**config.mk**
```make
export PLATFORM = sky130hd
export DESIGN_NAME = tbb_loader
export DESIGN_NICKNAME = d
export VERILOG_FILES = /design/src/rtl/tbb_loader.sv
export SDC_FILE = /design/constraint.sdc
export NUM_CORES = 1
export LEC_CHECK = 0
export BUFFER_PORTS_ARGS = -buffer_cell sky130_fd_sc_hd__buf_2
export CAP_MARGIN = 20
export CORE_AREA = 2 2 458 460
export DETAILED_ROUTE_END_ITERATION = 10
export DIE_AREA = 0 0 460 462
export PLACE_DENSITY_LB_ADDON = 0.2
export SYNTH_ARGS = -nofsm -noshare
export SYNTH_HDL_FRONTEND = slang
export SYNTH_SLANG_ARGS = --single-unit
```
**constraint.sdc**
```tcl
create_clock -name clk -period 6.65 [get_ports clk]
set_input_delay 0.3325 -clock clk [delete_from_list [all_inputs] [get_ports clk]]
set_output_delay 0.3325 -clock clk [all_outputs]
set_load 0.1 [all_outputs]
```
**src/rtl/tbb_loader.sv**
```systemverilog
// rtl/tbb_loader.sv - loads cache-line batches from host memory into task batch buffers
module tbb_loader #(
    parameter int NUM_TBB         = 4,
    parameter int LINE_IDX_WIDTH  = 6,
    parameter int LINE_DATA_WIDTH = 512,
    parameter int ADDR_WIDTH      = 32,
    parameter int MAX_OUTSTANDING = 16
) (
    input  logic                                        clk,
    input  logic                                        reset_n,
    input  logic                                        start,
    input  logic [ADDR_WIDTH-1:0]                       base_addr,
    input  logic [ADDR_WIDTH-LINE_IDX_WIDTH-1:0]        num_batches,
    output logic                                        done,
    input  logic [NUM_TBB-1:0]                          tbb_req_valid,
    input  logic [NUM_TBB*LINE_IDX_WIDTH-1:0]           tbb_req_line_idx,
    output logic [NUM_TBB-1:0]                          tbb_req_ack,
    output logic [NUM_TBB-1:0]                          tbb_wr_en,
    output logic [LINE_IDX_WIDTH-1:0]                   tbb_wr_addr,
    output logic [LINE_DATA_WIDTH-1:0]                  tbb_wr_din,
    output logic                                        rd_req_valid,
    output logic [ADDR_WIDTH-1:0]                       rd_req_addr,
    output logic [$clog2(NUM_TBB)+LINE_IDX_WIDTH-1:0]   rd_req_tag,
    input  logic                                        rd_req_almostfull,
    input  logic                                        rd_rsp_valid,
    input  logic [$clog2(NUM_TBB)+LINE_IDX_WIDTH-1:0]   rd_rsp_tag,
    input  logic [LINE_DATA_WIDTH-1:0]                  rd_rsp_data
);

    localparam int ID_W    = $clog2(NUM_TBB);
    localparam int TAG_W   = ID_W + LINE_IDX_WIDTH;
    localparam int BATCH_W = ADDR_WIDTH - LINE_IDX_WIDTH;
    localparam int OUT_W   = $clog2(MAX_OUTSTANDING + 1);
    localparam logic [LINE_IDX_WIDTH-1:0] LAST_LINE = '1;
    localparam logic [NUM_TBB-1:0]        ONE_HOT0  = {{(NUM_TBB-1){1'b0}}, 1'b1};

    typedef enum logic [1:0] {S_IDLE, S_RUN, S_DRAIN, S_DONE} state_t;

    state_t                      state_q;
    logic [ADDR_WIDTH-1:0]       base_q;
    logic [BATCH_W-1:0]          num_q;
    logic [BATCH_W-1:0]          next_batch_q;
    logic [BATCH_W-1:0]          cur_batch_q [NUM_TBB];
    logic [NUM_TBB-1:0]          active_q;
    logic [OUT_W-1:0]            out_q;
    logic [ID_W-1:0]             rr_q;
    logic                        rd_req_valid_q;
    logic [ADDR_WIDTH-1:0]       rd_req_addr_q;
    logic [TAG_W-1:0]            rd_req_tag_q;
    logic [NUM_TBB-1:0]          wr_en_q;
    logic [LINE_IDX_WIDTH-1:0]   wr_addr_q;
    logic [LINE_DATA_WIDTH-1:0]  wr_din_q;

    logic [NUM_TBB-1:0]          elig;
    logic                        found;
    logic                        grant_en;
    logic                        rsp_take;
    logic [ID_W-1:0]             cand;
    logic [ID_W-1:0]             gnt_id;
    logic [LINE_IDX_WIDTH-1:0]   gnt_line;
    logic [BATCH_W-1:0]          gnt_batch;
    logic [OUT_W-1:0]            out_d;

    // Round-robin search begins at rr_q, which always points one past the last grant.
    always_comb begin
        elig = '0;
        for (int i = 0; i < NUM_TBB; i++) begin
            elig[i] = tbb_req_valid[i] &&
                      ((tbb_req_line_idx[i*LINE_IDX_WIDTH +: LINE_IDX_WIDTH] != '0) ||
                       (next_batch_q < num_q));
        end
        found  = 1'b0;
        gnt_id = '0;
        cand   = '0;
        for (int k = 0; k < NUM_TBB; k++) begin
            cand = rr_q + ID_W'(k);
            if (!found && elig[cand]) begin
                found  = 1'b1;
                gnt_id = cand;
            end
        end
        grant_en  = (state_q == S_RUN) && !rd_req_almostfull &&
                    (out_q < OUT_W'(MAX_OUTSTANDING)) && found;
        gnt_line  = tbb_req_line_idx[gnt_id*LINE_IDX_WIDTH +: LINE_IDX_WIDTH];
        gnt_batch = (gnt_line == '0) ? next_batch_q : cur_batch_q[gnt_id];
        rsp_take  = rd_rsp_valid && (state_q != S_IDLE);
        out_d     = out_q;
        if (grant_en && !rsp_take) begin
            out_d = out_q + 1'b1;
        end else if (!grant_en && rsp_take && (out_q != '0)) begin
            out_d = out_q - 1'b1;
        end
    end

    always_ff @(posedge clk) begin
        if (!reset_n) begin
            state_q        <= S_IDLE;
            base_q         <= '0;
            num_q          <= '0;
            next_batch_q   <= '0;
            active_q       <= '0;
            out_q          <= '0;
            rr_q           <= '0;
            rd_req_valid_q <= 1'b0;
            rd_req_addr_q  <= '0;
            rd_req_tag_q   <= '0;
            wr_en_q        <= '0;
            wr_addr_q      <= '0;
            wr_din_q       <= '0;
            for (int i = 0; i < NUM_TBB; i++) begin
                cur_batch_q[i] <= '0;
            end
        end else begin
            rd_req_valid_q <= grant_en;
            out_q          <= out_d;
            wr_en_q        <= rsp_take ? (ONE_HOT0 << rd_rsp_tag[TAG_W-1 -: ID_W]) : '0;
            if (rsp_take) begin
                wr_addr_q <= rd_rsp_tag[LINE_IDX_WIDTH-1:0];
                wr_din_q  <= rd_rsp_data;
            end
            if (grant_en) begin
                rd_req_addr_q <= base_q + {gnt_batch, {LINE_IDX_WIDTH{1'b0}}} +
                                 ADDR_WIDTH'(gnt_line);
                rd_req_tag_q  <= {gnt_id, gnt_line};
                rr_q          <= gnt_id + 1'b1;
                if (gnt_line == '0) begin
                    cur_batch_q[gnt_id] <= next_batch_q;
                    next_batch_q        <= next_batch_q + 1'b1;
                    active_q[gnt_id]    <= 1'b1;
                end
                if (gnt_line == LAST_LINE) begin
                    active_q[gnt_id] <= 1'b0;
                end
            end
            case (state_q)
                S_IDLE, S_DONE: begin
                    if (start) begin
                        state_q      <= S_RUN;
                        base_q       <= base_addr;
                        num_q        <= num_batches;
                        next_batch_q <= '0;
                        active_q     <= '0;
                    end
                end
                S_RUN: begin
                    if ((next_batch_q == num_q) && (active_q == '0)) begin
                        state_q <= S_DRAIN;
                    end
                end
                S_DRAIN: begin
                    if (out_q == '0) begin
                        state_q <= S_DONE;
                    end
                end
                default: state_q <= S_IDLE;
            endcase
        end
    end

    // Outputs are forced low whenever reset_n is low, even before the first clock edge.
    assign done         = reset_n && (state_q == S_DONE);
    assign tbb_req_ack  = (reset_n && grant_en) ? (ONE_HOT0 << gnt_id) : '0;
    assign tbb_wr_en    = reset_n ? wr_en_q : '0;
    assign tbb_wr_addr  = reset_n ? wr_addr_q : '0;
    assign tbb_wr_din   = reset_n ? wr_din_q : '0;
    assign rd_req_valid = reset_n && rd_req_valid_q;
    assign rd_req_addr  = reset_n ? rd_req_addr_q : '0;
    assign rd_req_tag   = reset_n ? rd_req_tag_q : '0;

endmodule

```
### Yosys cells after proc, flatten, opt, wreduce, memory -nomap -nowiden

Memories as Yosys holds them, arrays and structs flattened.
Cells that the tools add are included.

* equality and inequality tests: 8
* $mul: 1
* bitwise operators: 3
* shifts and indexed selects: 3
* $lt $le $gt $ge: 8
* add/sub/neg operators: 9
* muxes and demuxes: 50
* reductions and logical operators: 45

Operators with widths (count)
* $mux W512: 1
* $mux W26: 6
* $mux W4: 9
* $add A32 B32 Y32: 1
* $add A32 B6 Y32: 1
* $mux W32: 1
* $add A26 B1 Y26 const B: 1
* $eq A26 B26 Y1: 1
* $lt A26 B26 Y1: 1
* $reduce_or A26 Y1: 1
* $reduce_bool A6 Y1: 4
* $shiftx A24 B6 Y6: 1
* $logic_and A1 B1 Y1: 19
* $mux W2: 8
* $lt A2 B3 Y1 const B: 5
* $mux W1: 15
* $mux W5: 2
* $bmux W1 S2: 4
* $mux W8: 1
* $shl A1 B2 Y4 const A: 2
* $eq A6 B6 Y1 const B: 1
* $logic_not A1 Y1: 6
* $logic_not A6 Y1: 1
* $mux W6: 1
* 25 further kinds: 34

* output and inout port bits: 568
* flip-flop bits (word level): 660
* memories kept: 1
* RAM bits: 104
* logic and storage cells: 141
* input port bits: 611

Memories
* cur_batch_q: depth 4, bits a word 26, rd ports 1, clocked after memory_dff 0, write ports 4, line 43 `logic [BATCH_W-1:0] cur_batch_q [NUM_TBB];`

### Longest topological paths before layout

* depth in word-level cells: 28
* depth in mapped cells: 33
* depth with buffers taken out: 29

### Worst setup path before layout

Ideal clock, no wire load.

* path type: register -> register
* start: register next_batch_q[24]
* end: register rd_req_addr_q[29]
* period minus slack after synthesis: 6.799 ns
* buffers on the path: 3
* path slack: -0.149 ns
* cell stages (with the launch flop): 29
* library setup time: 0.118 ns
* data required time: 6.532 ns
* arrival time: 6.681 ns
* cell sequence: dfxtp_1 > ha_1 > nand4_2 > or2_4 > nor4_4 > a211oi_2 > o41ai_2 > a211oi_1 > o21ai_2 > buf_6 > mux2i_1 > mux2i_2 > nor4b_4 > and2_1 > clkbuf_1 > clkbuf_1 > o21ai_0 > ha_1 > or3_1 > or3_1 > a311o_1 > o211ai_1 > a31oi_1 > a221oi_1 > o21bai_1 > a21o_1 > a21oi_1 > xnor2_1 > a22o_1

* word-level cells in the longest chain between the ends: 21

RTL lines
* start, declared: line 42 `logic [BATCH_W-1:0] next_batch_q;`
* start signal, assigned: line 128 `next_batch_q <= next_batch_q + 1'b1;`
* $lt A26 B26 Y1 (*): line 70 `(next_batch_q < num_q));`
* $logic_or A1 B1 Y1: line 69 `((tbb_req_line_idx[i*LINE_IDX_WIDTH +: LINE_IDX_WIDTH] != '0) ||`
* $logic_and A1 B1 Y1: line 68 `elig[i] = tbb_req_valid[i] &&`
* $bmux W1 S2: line 77 `if (!found && elig[cand]) begin`
* $mux W1 (implied by the code): line 77
* $mux W1: line 77
* $logic_not A1 Y1: line 77
* $logic_and A1 B1 Y1: line 77
* [... 6 more ...]
* $mux W2 (*): line 77
* $mul A2 B2 Y4 (*): line 84 `gnt_line = tbb_req_line_idx[gnt_id*LINE_IDX_WIDTH +: LINE_IDX_WIDTH];`
* $shiftx A24 B6 Y6 (*): line 84
* net gnt_line[1]: line 60 `logic [LINE_IDX_WIDTH-1:0] gnt_line;`
* $logic_not A6 Y1: line 85 `gnt_batch = (gnt_line == '0) ? next_batch_q : cur_batch_q[gnt_id];`
* $mux W26: line 85
* $add A32 B32 Y32: line 122 `rd_req_addr_q <= base_q + {gnt_batch, {LINE_IDX_WIDTH{1'b0}}} +`
* $add A32 B6 Y32 (*): line 122
* end signal, assigned: line 122
* end, declared: line 48 `logic [ADDR_WIDTH-1:0] rd_req_addr_q;`

Mark *: on every way through the listed nets, which the timed path passes. The rest lies on a longest branch. The select of a mux whose other input is x is not followed.
A chain may end at the register's enable or synchronous reset.

### Worst setup path after layout

* start: register num_q[5]
* end: register rd_req_addr_q[29]

* word-level cells in the longest chain between the ends: 21

RTL lines
* start, declared: line 41 `logic [BATCH_W-1:0] num_q;`
* start signal, assigned: line 140 `num_q <= num_batches;`
* $lt A26 B26 Y1 (*): line 70
* $logic_or A1 B1 Y1: line 69
* $logic_and A1 B1 Y1: line 68
* $bmux W1 S2: line 77
* $mux W1 (implied by the code): line 77
* $mux W1: line 77
* $logic_not A1 Y1: line 77
* $logic_and A1 B1 Y1: line 77
* [... 6 more ...]
* $mux W2 (*): line 77
* $mul A2 B2 Y4 (*): line 84
* $shiftx A24 B6 Y6 (*): line 84
* net gnt_line[0]: line 60
* $logic_not A6 Y1: line 85
* $mux W26: line 85
* $add A32 B32 Y32: line 122
* $add A32 B6 Y32 (*): line 122

Marked as above.

==> metrics.md <==
| Metric | Value |
|---|---|
| Die X | `between 400 and 500 um` |
| Initial antenna violation count | `63` |
| Die ar. | `between 0.2 and 0.25 sq mm` |
| Setup-failing EPs final | `0` |
| Async set-reset flop share out of synthesis | `0` |
| Pwr dens | `between 400 and 500 mW/mm^2` |
| FILL cells | `between 20000 and 25000` |
| Final hold viol count | `0` |
| Worst Tran Pin Value | `1070 ps` |
| Worst Hold Class | `primary input to register` |
| ANT nets after route | `0` |
| CP Max Fanout | `6` |
| P&R area growth vs syn | `60.0%` |
| DR pass1 iterations | `7` |
| Pwr Total | `between 20000 and 25000 uW` |
| Grt ovf | `0` |
| Die height | `approximately 460 um` |
| Clk_lat worst skew | `730 ps` |
| CP top delay family | `compound AO/OA/AOI/OAI gates` |
| VDD IR-drop max | `roughly 250 uV` |
| Share of cells above drive strength 1 | `0.315` |
| #FFs+latches synth | `between 700 and 800` |
| Area of the multi-input gates | `0.0149 sq mm` |
| Post-Synth Adder-Cell Area | `0.0285` |
| Area post-placement | `approximately 0.042 sq mm` |
| RSZ-0062 raised after global routing | `yes` |
| Syn Nets | `approximately 3900` |
| First-pass GRT wire length | `235000 um` |
| Via count | `just over 30000` |
| Fin. max-slew vios | `0` |
| Total wire length | `171000 um` |
| Clk slew on worst S/H paths | `about 60 ps` |
| Post-synthesis compound-gate area fraction | `0.199` |
| Static Leakage | `around 0.023 uW` |
| Largest family of logic cells by synthesized area | `compound AO/OA/AOI/OAI gates` |
| Critical Path AT | `7000 ps` |
| Mapped cell area | `0.0321 sq mm` |
| Flip-flop and latch area | `0.0163 sq mm` |
| Critical path's slowest cell | `a2111o_1` |
| Synth cell types | `65` |
| Startpoint types | `register` |
| Io pins | `between 1000 and 1500` |
| CP peak stage delay | `~430 ps` |
| H-tree level count | `3` |
| Routed WL per cell | `~22 um` |
| CTS tree | `built` |
| Vias per inst | `slightly below 4` |
| Slew headroom | `0.289` |
| Multiplexer area fraction after synthesis | `0.0167` |
| Clock Skews | `43.9 ps` |
| Simple-gate share of the synthesized area | `0.198` |
| Area contributors post-synth | `dfxtp_1 (41%), o22a_1 (14%), and2_1 (13%)` |
| Number of DRC markers in iteration 0 | `around 1600` |
| CTS Buffer Depth | `3` |
| Root Driver | `clkbuf_16` |
| WP buf/inv | `4` |
| Largest net degree at the start of global routing | `about 160` |
| Finished Core Util | `0.247` |
| Final min period | `between 6000 and 7000 ps` |
| Synth Flop Type | `dfxtp_1` |
| Number of synthesized flops with an enable pin | `104` |
| Most frequent cells in the layout | `buf_2 (1177), dfxtp_1 (656), and2_1 (647)` |
| Area share of the largest cell type after synthesis | `0.411` |
| Post-Syn Area per Cell | `9.97 sq um` |
| Yosys Warn Count | `0` |
| Max-cap viol count | `0` |
| Fmax | `~160 MHz` |
| Final net count | `roughly 5700` |
| CTS Buf Count | `100` |
| Clock sinks | `764` |
| Leading area contributor after synthesis | `dfxtp_1` |
| DRC viols | `0` |
| Tot GR Track Use | `0.153` |
| CP Class | `register to register` |
| Std-Cell Rows | `around 170` |
| CP Data Required Time | `~7300 ps` |
| Final Cycle Share | `0.962` |
| Core area | `between 0.2 and 0.25 sq mm` |
| Buffers on Ports | `1178` |
| Most common cell after layout, fill and taps aside | `buf_2` |
| Hold_ws | `about 160 ps` |
| Register area share after synthesis | `0.509` |
| Gp weighted congestion | `roughly 0.83` |
| Vias in the first global route | `about 31000` |
| Post-route cell area | `about 0.051 sq mm` |
| Outcome | `completed` |
| Post-Route Setup TNS | `0 ps` |
| Cells after Synth | `3223` |
| DP HPWL | `approximately 130000 um` |
| XOR/XNOR share of the synthesized area | `0.00954` |
| CP Capture Type | `register` |
| Starting Density | `0.154` |
## where the power goes
| group | leakage (uW) | internal (uW) | switching (uW) |
|---|---|---|---|
| sequential | 0.00643 | 5890 | 280 |
| clock | 0.00162 | 3220 | 2290 |
| combinational | 0.0153 | 2470 | 7200 |
## per-layer routing
metal	GRT usage	wire, um	up-vias	part of all wire
met5	0	368	-	0.0022
met4	0.0556	5980	52	0.035
met2	0.262	82600	895	0.48
met3	0.0510	12500	242	0.073
met1	0.177	69100	14900	0.41
li1	-	-	15000	-
## per-stage QoR
step	cells	worst slack, ps
after CTS	7786	9.62
final	7832	251
after floorplan	3223	35.3
after global routing	7817	-32.9
after detailed placement	7013	-639
after global placement	7013	-563
## path summary, 6_finish.rpt
check                          from           endpoint  slack, ps  cells past startpoint
hold reg to reg   rd_req_addr_q[18]  rd_req_addr_q[18]        450                      2
setup reg to reg           num_q[5]  rd_req_addr_q[29]        250                     29
hold / removal         base_addr[0]          base_q[0]        160                      3
setup / recovery           num_q[5]  rd_req_addr_q[29]        250                     29
## kinds of logic after synthesis
| logic type | Yosys count |
|---|---|
| simple gates | 1154 |
| buf+inv | 317 |
| compound gates | 833 |
| xor+xnor | 35 |
| flops | 764 |
| fa+ha+maj | 72 |
| mux | 48 |
## state kept, by name, summed over array words and instances (netlist names)
name	flops
next_batch_q	26
wr_din_q	512
rd_req_addr_q	32
rd_req_valid_q	1
rd_req_tag_q	8
cur_batch_q	104
wr_en_q	4
out_q	5
active_q	4
rr_q	2
base_q	32
state_q	2
num_q	26
wr_addr_q	6
## cells in the mapped netlist, types with 5 or more instances
| cell type | number |
|---|---|
| dfxtp_1 | 660 |
| and2_1 | 649 |
| o22a_1 | 518 |
| nand2_1 | 302 |
| clkbuf_1 | 199 |
| a21oi_1 | 143 |
| edfxtp_1 | 104 |
| o21ai_0 | 75 |
| ha_1 | 70 |
| inv_1 | 53 |
| buf_1 | 51 |
| nor2_1 | 49 |
| and3_1 | 43 |
| nand3_1 | 36 |
| mux2_2 | 25 |
| xnor2_1 | 24 |
| a211oi_1 | 17 |
| mux2i_1 | 17 |
| a21o_1 | 13 |
| or3_1 | 13 |
| nor3_1 | 12 |
| or4_1 | 11 |
| xor2_1 | 11 |
| buf_6 | 9 |
| nand4_1 | 9 |
| nand2b_1 | 8 |
| o21a_1 | 8 |
| nor2b_1 | 7 |
| o211ai_1 | 7 |
| o31ai_1 | 7 |
| o21bai_1 | 6 |
| a22o_1 | 5 |
| a31o_2 | 5 |
| buf_2 | 5 |
## timing repair
item / 4_1_cts / 5_1_grt
gates cloned: 0 / 1
resized for setup: 21 / 50
setup buffers: 8 / 6
endpoints found under the hold margin: 583 / 0
pin swaps: 15 / 24
endpoints found under the setup margin: 17 / 13
hold buffers: 582 / 0
## worst reg2reg max path, delay by kind of cell (launching register included)
family,cells,cell delay [ps]
flops,1,330
mux,2,330
compound gates,16,3220
buf+inv,4,530
simple gates,4,1280
fa+ha+maj,2,480
xor+xnor,1,80
## cell type report
| cell class | count | area share |
|---|---|---|
| tap | 2720 | 0.0662 |
| clock buffer | 154 | 0.0575 |
| clock inverter | 29 | 0.00667 |
| timing repair buffer | 1931 | 0.257 |
| multi-input combinational | 2142 | 0.289 |
| antenna | 39 | 0.00190 |
| sequential | 764 | 0.318 |
| inverter | 53 | 0.00387 |
No activity file was read; power rests on OpenSTA's default activity.
